--- src/rtl/cpu_pkg.sv ---
`default_nettype none
// ============================================================================
// Module      : cpu_pkg
// Description : Shared ISA constants, ID/EX stage record and forwarding helper
//               for the 16-bit processor.
// Revision    : 1.0 - initial release
// ============================================================================
package cpu_pkg;

    localparam int DATA_W = 16;
    localparam int REG_AW = 4;
    localparam int OP_W   = 4;
    localparam int IMM_W  = 8;

    localparam logic [OP_W-1:0] OP_ADD    = 4'b0000;
    localparam logic [OP_W-1:0] OP_SUB    = 4'b0001;
    localparam logic [OP_W-1:0] OP_XOR    = 4'b0010;
    localparam logic [OP_W-1:0] OP_RED    = 4'b0011;
    localparam logic [OP_W-1:0] OP_SLL    = 4'b0100;
    localparam logic [OP_W-1:0] OP_SRA    = 4'b0101;
    localparam logic [OP_W-1:0] OP_ROR    = 4'b0110;
    localparam logic [OP_W-1:0] OP_PADDSB = 4'b0111;
    localparam logic [OP_W-1:0] OP_LW     = 4'b1000;
    localparam logic [OP_W-1:0] OP_SW     = 4'b1001;
    localparam logic [OP_W-1:0] OP_LLB    = 4'b1010;
    localparam logic [OP_W-1:0] OP_LHB    = 4'b1011;
    localparam logic [OP_W-1:0] OP_B      = 4'b1100;
    localparam logic [OP_W-1:0] OP_BR     = 4'b1101;
    localparam logic [OP_W-1:0] OP_PCS    = 4'b1110;
    localparam logic [OP_W-1:0] OP_HLT    = 4'b1111;

    typedef struct packed {
        logic              valid;
        logic [OP_W-1:0]   opcode;
        logic [IMM_W-1:0]  imm;
        logic [REG_AW-1:0] rs_addr;
        logic [REG_AW-1:0] rt_addr;
        logic [REG_AW-1:0] rd_addr;
        logic [DATA_W-1:0] rs_data;
        logic [DATA_W-1:0] rt_data;
        logic              reg_write;
        logic              mem_read;
        logic              mem_write;
        logic              halt;
    } id_ex_t;

    // A later stage supplies a value only when it writes a real register
    // that matches the source; R0 is hard-wired and never forwarded.
    function automatic logic fwd_hit(input logic              wr_en,
                                     input logic [REG_AW-1:0] src_addr,
                                     input logic [REG_AW-1:0] dst_addr);
        return wr_en && (dst_addr != '0) && (dst_addr == src_addr);
    endfunction

endpackage
`default_nettype wire

--- src/rtl/id_ex_pipe_if.sv ---
`default_nettype none
// ============================================================================
// Module      : id_ex_pipe_if
// Description : ID-side, EX/MEM, MEM/WB and EX-side signals of the ID/EX stage.
// Revision    : 1.0 - initial release
// ============================================================================
interface id_ex_pipe_if;
    import cpu_pkg::*;

    logic              stall;
    logic              flush;
    logic              id_valid;
    logic [OP_W-1:0]   id_opcode;
    logic [DATA_W-1:0] id_rs_data;
    logic [DATA_W-1:0] id_rt_data;
    logic [IMM_W-1:0]  id_imm;
    logic [REG_AW-1:0] id_rs_addr;
    logic [REG_AW-1:0] id_rt_addr;
    logic [REG_AW-1:0] id_rd_addr;
    logic              id_rs_used;
    logic              id_rt_used;
    logic              id_reg_write;
    logic              id_mem_read;
    logic              id_mem_write;
    logic              id_halt;
    logic [REG_AW-1:0] mem_rd_addr;
    logic              mem_reg_write;
    logic [DATA_W-1:0] mem_data;
    logic [REG_AW-1:0] wb_rd_addr;
    logic              wb_reg_write;
    logic [DATA_W-1:0] wb_data;
    logic              load_use_hold;
    logic              ex_valid;
    logic [OP_W-1:0]   ex_opcode;
    logic [IMM_W-1:0]  ex_imm;
    logic [REG_AW-1:0] ex_rd_addr;
    logic [DATA_W-1:0] ex_alu_a;
    logic [DATA_W-1:0] ex_alu_b;
    logic              ex_reg_write;
    logic              ex_mem_read;
    logic              ex_mem_write;
    logic              ex_halt;

    modport master (
        output stall, flush, id_valid, id_opcode, id_rs_data, id_rt_data, id_imm,
               id_rs_addr, id_rt_addr, id_rd_addr, id_rs_used, id_rt_used,
               id_reg_write, id_mem_read, id_mem_write, id_halt,
               mem_rd_addr, mem_reg_write, mem_data,
               wb_rd_addr, wb_reg_write, wb_data,
        input  load_use_hold, ex_valid, ex_opcode, ex_imm, ex_rd_addr,
               ex_alu_a, ex_alu_b, ex_reg_write, ex_mem_read, ex_mem_write, ex_halt
    );

    modport slave (
        input  stall, flush, id_valid, id_opcode, id_rs_data, id_rt_data, id_imm,
               id_rs_addr, id_rt_addr, id_rd_addr, id_rs_used, id_rt_used,
               id_reg_write, id_mem_read, id_mem_write, id_halt,
               mem_rd_addr, mem_reg_write, mem_data,
               wb_rd_addr, wb_reg_write, wb_data,
        output load_use_hold, ex_valid, ex_opcode, ex_imm, ex_rd_addr,
               ex_alu_a, ex_alu_b, ex_reg_write, ex_mem_read, ex_mem_write, ex_halt
    );

endinterface
`default_nettype wire

--- src/rtl/fwd_mux.sv ---
`default_nettype none
// ============================================================================
// Module      : fwd_mux
// Description : Operand forwarding select; EX/MEM beats MEM/WB beats register.
// Revision    : 1.0 - initial release
// ============================================================================
module fwd_mux
    import cpu_pkg::*;
(
    input  wire logic [REG_AW-1:0] i_addr,
    input  wire logic [DATA_W-1:0] i_reg_data,
    input  wire logic [REG_AW-1:0] i_mem_rd_addr,
    input  wire logic              i_mem_reg_write,
    input  wire logic [DATA_W-1:0] i_mem_data,
    input  wire logic [REG_AW-1:0] i_wb_rd_addr,
    input  wire logic              i_wb_reg_write,
    input  wire logic [DATA_W-1:0] i_wb_data,
    output logic      [DATA_W-1:0] o_data
);

    always_comb begin
        o_data = i_reg_data;
        if (fwd_hit(i_mem_reg_write, i_addr, i_mem_rd_addr)) begin
            o_data = i_mem_data;
        end else if (fwd_hit(i_wb_reg_write, i_addr, i_wb_rd_addr)) begin
            o_data = i_wb_data;
        end
    end

endmodule
`default_nettype wire

--- src/rtl/id_ex_pipe.sv ---
`default_nettype none
// ============================================================================
// Module      : id_ex_pipe
// Description : ID/EX pipeline register with forwarding, load-use bubble
//               insertion and stall/flush handling.
// Revision    : 1.0 - initial release
// ============================================================================
module id_ex_pipe
    import cpu_pkg::*;
(
    input  wire logic     clk,
    input  wire logic     rst,
    id_ex_pipe_if.slave   bus
);

    id_ex_t r_stage;
    id_ex_t w_id_stage;
    logic   w_load_use_hold;
    logic   w_rs_dep;
    logic   w_rt_dep;

    always_comb begin
        w_id_stage           = '0;
        w_id_stage.valid     = bus.id_valid;
        w_id_stage.opcode    = bus.id_opcode;
        w_id_stage.imm       = bus.id_imm;
        w_id_stage.rs_addr   = bus.id_rs_addr;
        w_id_stage.rt_addr   = bus.id_rt_addr;
        w_id_stage.rd_addr   = bus.id_rd_addr;
        w_id_stage.rs_data   = bus.id_rs_data;
        w_id_stage.rt_data   = bus.id_rt_data;
        w_id_stage.reg_write = bus.id_reg_write;
        w_id_stage.mem_read  = bus.id_mem_read;
        w_id_stage.mem_write = bus.id_mem_write;
        w_id_stage.halt      = bus.id_halt;
    end

    // Load in EX whose result ID needs: the value only exists after MEM.
    assign w_rs_dep = bus.id_rs_used && (bus.id_rs_addr == r_stage.rd_addr);
    assign w_rt_dep = bus.id_rt_used && (bus.id_rt_addr == r_stage.rd_addr);
    assign w_load_use_hold = bus.id_valid && r_stage.valid && r_stage.mem_read
                             && (r_stage.rd_addr != '0) && (w_rs_dep || w_rt_dep);

    always_ff @(posedge clk) begin
        if (rst) begin
            r_stage <= '0;
        end else if (bus.stall) begin
            // Keep held operands current with values retiring during the stall.
            if (fwd_hit(bus.wb_reg_write, r_stage.rs_addr, bus.wb_rd_addr)) begin
                r_stage.rs_data <= bus.wb_data;
            end
            if (fwd_hit(bus.wb_reg_write, r_stage.rt_addr, bus.wb_rd_addr)) begin
                r_stage.rt_data <= bus.wb_data;
            end
        end else if (w_load_use_hold || bus.flush) begin
            r_stage <= '0;
        end else begin
            r_stage <= w_id_stage;
        end
    end

    fwd_mux u_fwd_rs (
        .i_addr          (r_stage.rs_addr),
        .i_reg_data      (r_stage.rs_data),
        .i_mem_rd_addr   (bus.mem_rd_addr),
        .i_mem_reg_write (bus.mem_reg_write),
        .i_mem_data      (bus.mem_data),
        .i_wb_rd_addr    (bus.wb_rd_addr),
        .i_wb_reg_write  (bus.wb_reg_write),
        .i_wb_data       (bus.wb_data),
        .o_data          (bus.ex_alu_a)
    );

    fwd_mux u_fwd_rt (
        .i_addr          (r_stage.rt_addr),
        .i_reg_data      (r_stage.rt_data),
        .i_mem_rd_addr   (bus.mem_rd_addr),
        .i_mem_reg_write (bus.mem_reg_write),
        .i_mem_data      (bus.mem_data),
        .i_wb_rd_addr    (bus.wb_rd_addr),
        .i_wb_reg_write  (bus.wb_reg_write),
        .i_wb_data       (bus.wb_data),
        .o_data          (bus.ex_alu_b)
    );

    assign bus.load_use_hold = w_load_use_hold;
    assign bus.ex_valid      = r_stage.valid;
    assign bus.ex_opcode     = r_stage.opcode;
    assign bus.ex_imm        = r_stage.imm;
    assign bus.ex_rd_addr    = r_stage.rd_addr;
    assign bus.ex_reg_write  = r_stage.reg_write && r_stage.valid;
    assign bus.ex_mem_read   = r_stage.mem_read  && r_stage.valid;
    assign bus.ex_mem_write  = r_stage.mem_write && r_stage.valid;
    assign bus.ex_halt       = r_stage.halt      && r_stage.valid;

endmodule
`default_nettype wire

--- src/flat_wrapper.sv ---
// flat-port wrapper written by rule: the top's interface ports become plain ports
module id_ex_pipe_flat import cpu_pkg::*;
  (clk, rst, bus_stall, bus_flush, bus_id_valid, bus_id_opcode, bus_id_rs_data, bus_id_rt_data, bus_id_imm, bus_id_rs_addr, bus_id_rt_addr, bus_id_rd_addr, bus_id_rs_used, bus_id_rt_used, bus_id_reg_write, bus_id_mem_read, bus_id_mem_write, bus_id_halt, bus_mem_rd_addr, bus_mem_reg_write, bus_mem_data, bus_wb_rd_addr, bus_wb_reg_write, bus_wb_data, bus_load_use_hold, bus_ex_valid, bus_ex_opcode, bus_ex_imm, bus_ex_rd_addr, bus_ex_alu_a, bus_ex_alu_b, bus_ex_reg_write, bus_ex_mem_read, bus_ex_mem_write, bus_ex_halt);
  id_ex_pipe_if bus_i ();
  input  wire logic clk;
  input  wire logic rst;
  input wire logic [$bits(bus_i.stall)-1:0] bus_stall;
  input wire logic [$bits(bus_i.flush)-1:0] bus_flush;
  input wire logic [$bits(bus_i.id_valid)-1:0] bus_id_valid;
  input wire logic [$bits(bus_i.id_opcode)-1:0] bus_id_opcode;
  input wire logic [$bits(bus_i.id_rs_data)-1:0] bus_id_rs_data;
  input wire logic [$bits(bus_i.id_rt_data)-1:0] bus_id_rt_data;
  input wire logic [$bits(bus_i.id_imm)-1:0] bus_id_imm;
  input wire logic [$bits(bus_i.id_rs_addr)-1:0] bus_id_rs_addr;
  input wire logic [$bits(bus_i.id_rt_addr)-1:0] bus_id_rt_addr;
  input wire logic [$bits(bus_i.id_rd_addr)-1:0] bus_id_rd_addr;
  input wire logic [$bits(bus_i.id_rs_used)-1:0] bus_id_rs_used;
  input wire logic [$bits(bus_i.id_rt_used)-1:0] bus_id_rt_used;
  input wire logic [$bits(bus_i.id_reg_write)-1:0] bus_id_reg_write;
  input wire logic [$bits(bus_i.id_mem_read)-1:0] bus_id_mem_read;
  input wire logic [$bits(bus_i.id_mem_write)-1:0] bus_id_mem_write;
  input wire logic [$bits(bus_i.id_halt)-1:0] bus_id_halt;
  input wire logic [$bits(bus_i.mem_rd_addr)-1:0] bus_mem_rd_addr;
  input wire logic [$bits(bus_i.mem_reg_write)-1:0] bus_mem_reg_write;
  input wire logic [$bits(bus_i.mem_data)-1:0] bus_mem_data;
  input wire logic [$bits(bus_i.wb_rd_addr)-1:0] bus_wb_rd_addr;
  input wire logic [$bits(bus_i.wb_reg_write)-1:0] bus_wb_reg_write;
  input wire logic [$bits(bus_i.wb_data)-1:0] bus_wb_data;
  output wire logic [$bits(bus_i.load_use_hold)-1:0] bus_load_use_hold;
  output wire logic [$bits(bus_i.ex_valid)-1:0] bus_ex_valid;
  output wire logic [$bits(bus_i.ex_opcode)-1:0] bus_ex_opcode;
  output wire logic [$bits(bus_i.ex_imm)-1:0] bus_ex_imm;
  output wire logic [$bits(bus_i.ex_rd_addr)-1:0] bus_ex_rd_addr;
  output wire logic [$bits(bus_i.ex_alu_a)-1:0] bus_ex_alu_a;
  output wire logic [$bits(bus_i.ex_alu_b)-1:0] bus_ex_alu_b;
  output wire logic [$bits(bus_i.ex_reg_write)-1:0] bus_ex_reg_write;
  output wire logic [$bits(bus_i.ex_mem_read)-1:0] bus_ex_mem_read;
  output wire logic [$bits(bus_i.ex_mem_write)-1:0] bus_ex_mem_write;
  output wire logic [$bits(bus_i.ex_halt)-1:0] bus_ex_halt;
  assign bus_i.stall = bus_stall;
  assign bus_i.flush = bus_flush;
  assign bus_i.id_valid = bus_id_valid;
  assign bus_i.id_opcode = bus_id_opcode;
  assign bus_i.id_rs_data = bus_id_rs_data;
  assign bus_i.id_rt_data = bus_id_rt_data;
  assign bus_i.id_imm = bus_id_imm;
  assign bus_i.id_rs_addr = bus_id_rs_addr;
  assign bus_i.id_rt_addr = bus_id_rt_addr;
  assign bus_i.id_rd_addr = bus_id_rd_addr;
  assign bus_i.id_rs_used = bus_id_rs_used;
  assign bus_i.id_rt_used = bus_id_rt_used;
  assign bus_i.id_reg_write = bus_id_reg_write;
  assign bus_i.id_mem_read = bus_id_mem_read;
  assign bus_i.id_mem_write = bus_id_mem_write;
  assign bus_i.id_halt = bus_id_halt;
  assign bus_i.mem_rd_addr = bus_mem_rd_addr;
  assign bus_i.mem_reg_write = bus_mem_reg_write;
  assign bus_i.mem_data = bus_mem_data;
  assign bus_i.wb_rd_addr = bus_wb_rd_addr;
  assign bus_i.wb_reg_write = bus_wb_reg_write;
  assign bus_i.wb_data = bus_wb_data;
  assign bus_load_use_hold = bus_i.load_use_hold;
  assign bus_ex_valid = bus_i.ex_valid;
  assign bus_ex_opcode = bus_i.ex_opcode;
  assign bus_ex_imm = bus_i.ex_imm;
  assign bus_ex_rd_addr = bus_i.ex_rd_addr;
  assign bus_ex_alu_a = bus_i.ex_alu_a;
  assign bus_ex_alu_b = bus_i.ex_alu_b;
  assign bus_ex_reg_write = bus_i.ex_reg_write;
  assign bus_ex_mem_read = bus_i.ex_mem_read;
  assign bus_ex_mem_write = bus_i.ex_mem_write;
  assign bus_ex_halt = bus_i.ex_halt;
  id_ex_pipe u_core (.clk(clk), .rst(rst), .bus(bus_i));
endmodule
--- config.mk ---
export PLATFORM = sky130hd
export DESIGN_NAME = id_ex_pipe_flat
export DESIGN_NICKNAME = d
export VERILOG_FILES = /design/src/rtl/cpu_pkg.sv /design/src/rtl/id_ex_pipe_if.sv /design/src/rtl/fwd_mux.sv /design/src/rtl/id_ex_pipe.sv /design/src/flat_wrapper.sv
export SDC_FILE = /design/constraint.sdc
export NUM_CORES = 1
export LEC_CHECK = 0
export ABC_CLOCK_PERIOD_IN_PS = 1830
export CAP_MARGIN = 20
export CELL_PAD_IN_SITES_DETAIL_PLACEMENT = 1
export CELL_PAD_IN_SITES_GLOBAL_PLACEMENT = 2
export CORE_MARGIN = 10
export CORE_UTILIZATION = 24
export DETAILED_ROUTE_END_ITERATION = 8
export GPL_ROUTABILITY_DRIVEN = 0
export GPL_TIMING_DRIVEN = 0
export PLACE_DENSITY = 0.78
export REMOVE_ABC_BUFFERS = 1
export SYNTH_ARGS = -nofsm -noshare
export SYNTH_HDL_FRONTEND = slang
export SYNTH_HIERARCHICAL = 1
export SYNTH_SLANG_ARGS = --single-unit
--- constraint.sdc ---
create_clock -name clk -period 1.83 [get_ports clk]
set_input_delay 0.183 -clock clk [delete_from_list [all_inputs] [get_ports clk]]
set_output_delay 0.183 -clock clk [all_outputs]
set_load 0.01 [all_outputs]
==> impl_metrics.ini <==
[synthesis]
synth-seq-cells = 61
netlist_area_um2 = 4270
synth_warnings = 6
syn_avg_cell_area_um2 = 7.79
synth_top_cell_by_area = dfxtp_1
synth_area_leaders = dfxtp_1, nand4_1, a31oi_1, nor3_1, o21ai_0
synthArstFlopShare_pct = 0
synthCells = 548
synthFlopType = dfxtp_1
synth_edf_count = 0
ys_types = 35
seq_area_frac_synth_pct = 28.6
synth_top_cell_area_share_pct = 28.6

[sta]
fin_ws_ps = -379
post-route-min-period_ps = 2210
worstMarginPinSlew_ps = 829
setup_violations = 92
clock_skew_ps = 2.60
fin_crit_sh_pct = 121
fmax_ghz = 0.453
slew_viol_final = 0
hold_viol_final = 0
tns_ps = -14720
rsz0062_at_grt = yes
max-slew-margin-rel_pct = 44.8

[finish]
area_growth_pct = 73.6
final_nets = 833
drive_gt1_share_pct = 31.4

[worst_hold_path]
whs_path_depth = 3
min_from = bus_stall
min_to = u_core/r_stage[20]
hold_class = primary input to flip-flop

[die]
rows = 48
start_util_pct = 24.6
dieWidth_um = 153
core_um2 = 17400
io_pins = 163
dieArea_um2 = 23500
fp.dieH_um = 153

[flow_run]
max_cap_viol_count = 0

[setup_path]
ff2ff_path_depth = 8
cpPeakStageDelay_ps = 550
critPathKind = flip-flop to output pin
cp_cell_sequence = or4_4, and4_4, buf_6, nand4_1, a31oi_2, buf_2
reg2reg_from = u_core/bus.ex_rd_addr[3]
r2r-end = u_core/r_stage[18]
crit_path_end_kind = output pin
cpLargestDelayFamily = simple AND/OR/NAND/NOR gates
critPathRequiredTime_ps = 1650
cpMaxStageDelayCell = or4_4
path_max_fanout = 4
cp.arrival_ps = 2030
start_kind = flip-flop
critPathBufInv = 2
worst-r2r-setup-slack_ps = -170

[grt]
grt_usage_pct = 20.4
grt_pass1_vias = 5940
grt_pass1_wl_um = 38000
grt_max_degree = 50
antenna_found_initial = 1
overflow = 0

[detailed_routing]
routed_wl_um = 25400
num_vias = 5541
ant_nets = 0
viasPerCell = 5.80
drt_pass1_iterations = 5
route.detailed.wl_per_inst_um = 26.6
drcViolationCount = 0
drt_iter0_markers = 354

[clock_network]
htreeDepth = 3
clk_latency_ps = 340
clkSinkCount = 61
clockRootBuffer = clkbuf_16
cts.path.max_buffers = 2
clkSlewWorstSetupHoldPaths_ps = 50
cts-buffers-inserted = 9
cts_tree = built

[place]
dpl.hpwl_um = 13900
io_buffers = 162

[outcome]
violations = setup timing
status = complete, but fails checks

[power]
ir_drop_v = 0.000333
p_total_mw = 4.38
power_density_nw_per_um2 = 591
p_leak_nw = 2.62
-- where the power goes --
part	total (mW)	internal, mW	switching (mW)
sequential	1.45	1.39	0.0565
combinational	1.32	0.607	0.708
clock	1.62	0.991	0.626
-- through the flow --
step           utilization (%)  hold slack, ps  instances  setup slack, ps  area [um2]
2_1_floorplan                -             248        473             -452        3790
3_3_place_gp              32.8             439        860            -4520        5700
3_5_place_dp              33.3             454        864            -1890        5780
4_1_cts                   41.2             357        946             -359        7150
5_1_grt                   42.7             403        954             -407        7410
6_report                  42.7             378        955             -379        7410
-- repair_timing --
item | CTS | global route
setup endpoints to repair | 94 | 94
pin swaps | 84 | 42
resized for setup | 254 | 42
gates cloned | 13 | 2
hold buffers | 0 | 0
setup buffers | 53 | 6
-- worst max-delay path by stage --
stage | slack [ps] | depth (start not counted) | endpoint | startpoint
2_1_floorplan | -450 | 3 | u_core/r_stage[19] | bus_flush
3_3_place_gp | -4520 | 4 | u_core/r_stage[5] | bus_stall
3_5_place_dp | -1890 | 6 | bus_ex_alu_a[4] | bus_wb_rd_addr[0]
4_1_cts | -360 | 6 | bus_ex_alu_b[7] | u_core/r_stage[43]
5_1_grt | -410 | 7 | bus_ex_alu_b[3] | u_core/r_stage[43]
6_report | -380 | 6 | bus_ex_alu_b[11] | u_core/r_stage[42]
-- per-layer routing --
layer	GRT usage, %	routed length [um]
met3	6.09	2150
met4	8.01	740
met2	34.0	12200
met1	24.1	10300
met5	0	0
-- registers in the layout, indices dropped and copies added, names as in the netlist --
name and cells:
u_core/bus.ex_imm 8, u_core/bus.ex_opcode 4, u_core/bus.ex_rd_addr 4, u_core/bus.ex_valid 1
u_core/r_stage 44
-- synth_stat cells (all sizes together) (2+ instances only) --
library cell / n
a211oi: 32
a21bo: 2
a21oi: 22
a31oi: 32
a32oi: 9
and2: 6
and4: 2
buf: 47
clkbuf: 28
dfxtp: 61
nand2: 25
nand4: 90
nor2: 44
nor3: 34
nor3b: 9
nor4: 2
o21ai: 64
or2: 2
or3: 2
or4: 3
xnor2: 16
xor2: 14
-- placed cells by master (no fill, tap or decap), types with 5 or more instances in the layout --
| cell type | instances |
|---|---|
| a21oi_1 | 16 |
| xnor2_4 | 7 |
| nor3b_1 | 9 |
| a211oi_2 | 29 |
| a31oi_2 | 6 |
| clkdlybuf4s50_1 | 119 |
| o21ai_2 | 9 |
| buf_4 | 24 |
| buf_6 | 17 |
| dfxtp_2 | 6 |
| buf_2 | 35 |
| nor2_1 | 43 |
| o21ai_1 | 21 |
| nor3_1 | 32 |
| nand4_4 | 13 |
| nand2_1 | 21 |
| and2_1 | 6 |
| xor2_1 | 13 |
| a32oi_1 | 7 |
| dfxtp_1 | 49 |
| a31oi_1 | 26 |
| nand4_1 | 86 |
| clkbuf_16 | 12 |
| o21ai_0 | 33 |
| xnor2_1 | 5 |
| buf_12 | 18 |
| dfxtp_4 | 6 |
-- cell type report --
type,instances,area [um2]
Multi-Input combinational cell,422,3230
Clock buffer,15,268
Sequential cell,61,1250
Antenna cell,1,2.50
Tap cell,225,282
Clock inverter,1,5.00
Fill cell,1963,9940
Timing Repair Buffer,230,2380
-- cell families after synthesis --
| group | after synthesis | share of synthesized area [%] |
|---|---|---|
| simple gates | 220 | 29.1 |
| compound gates | 162 | 24.7 |
| buf+inv | 75 | 11.2 |
| flops | 61 | 28.6 |
| xor+xnor | 30 | 6.50 |
-- worst register-to-register path, cell delays in order, from the launching register on --
cell      delay, ps
dfxtp_4         340
or4_4           520
and3_4          200
buf_12          150
buf_6           120
nand4_4          90
buf_12          150
nand4_1         120
a211oi_2        220
(Power assumes the default switching activity.)
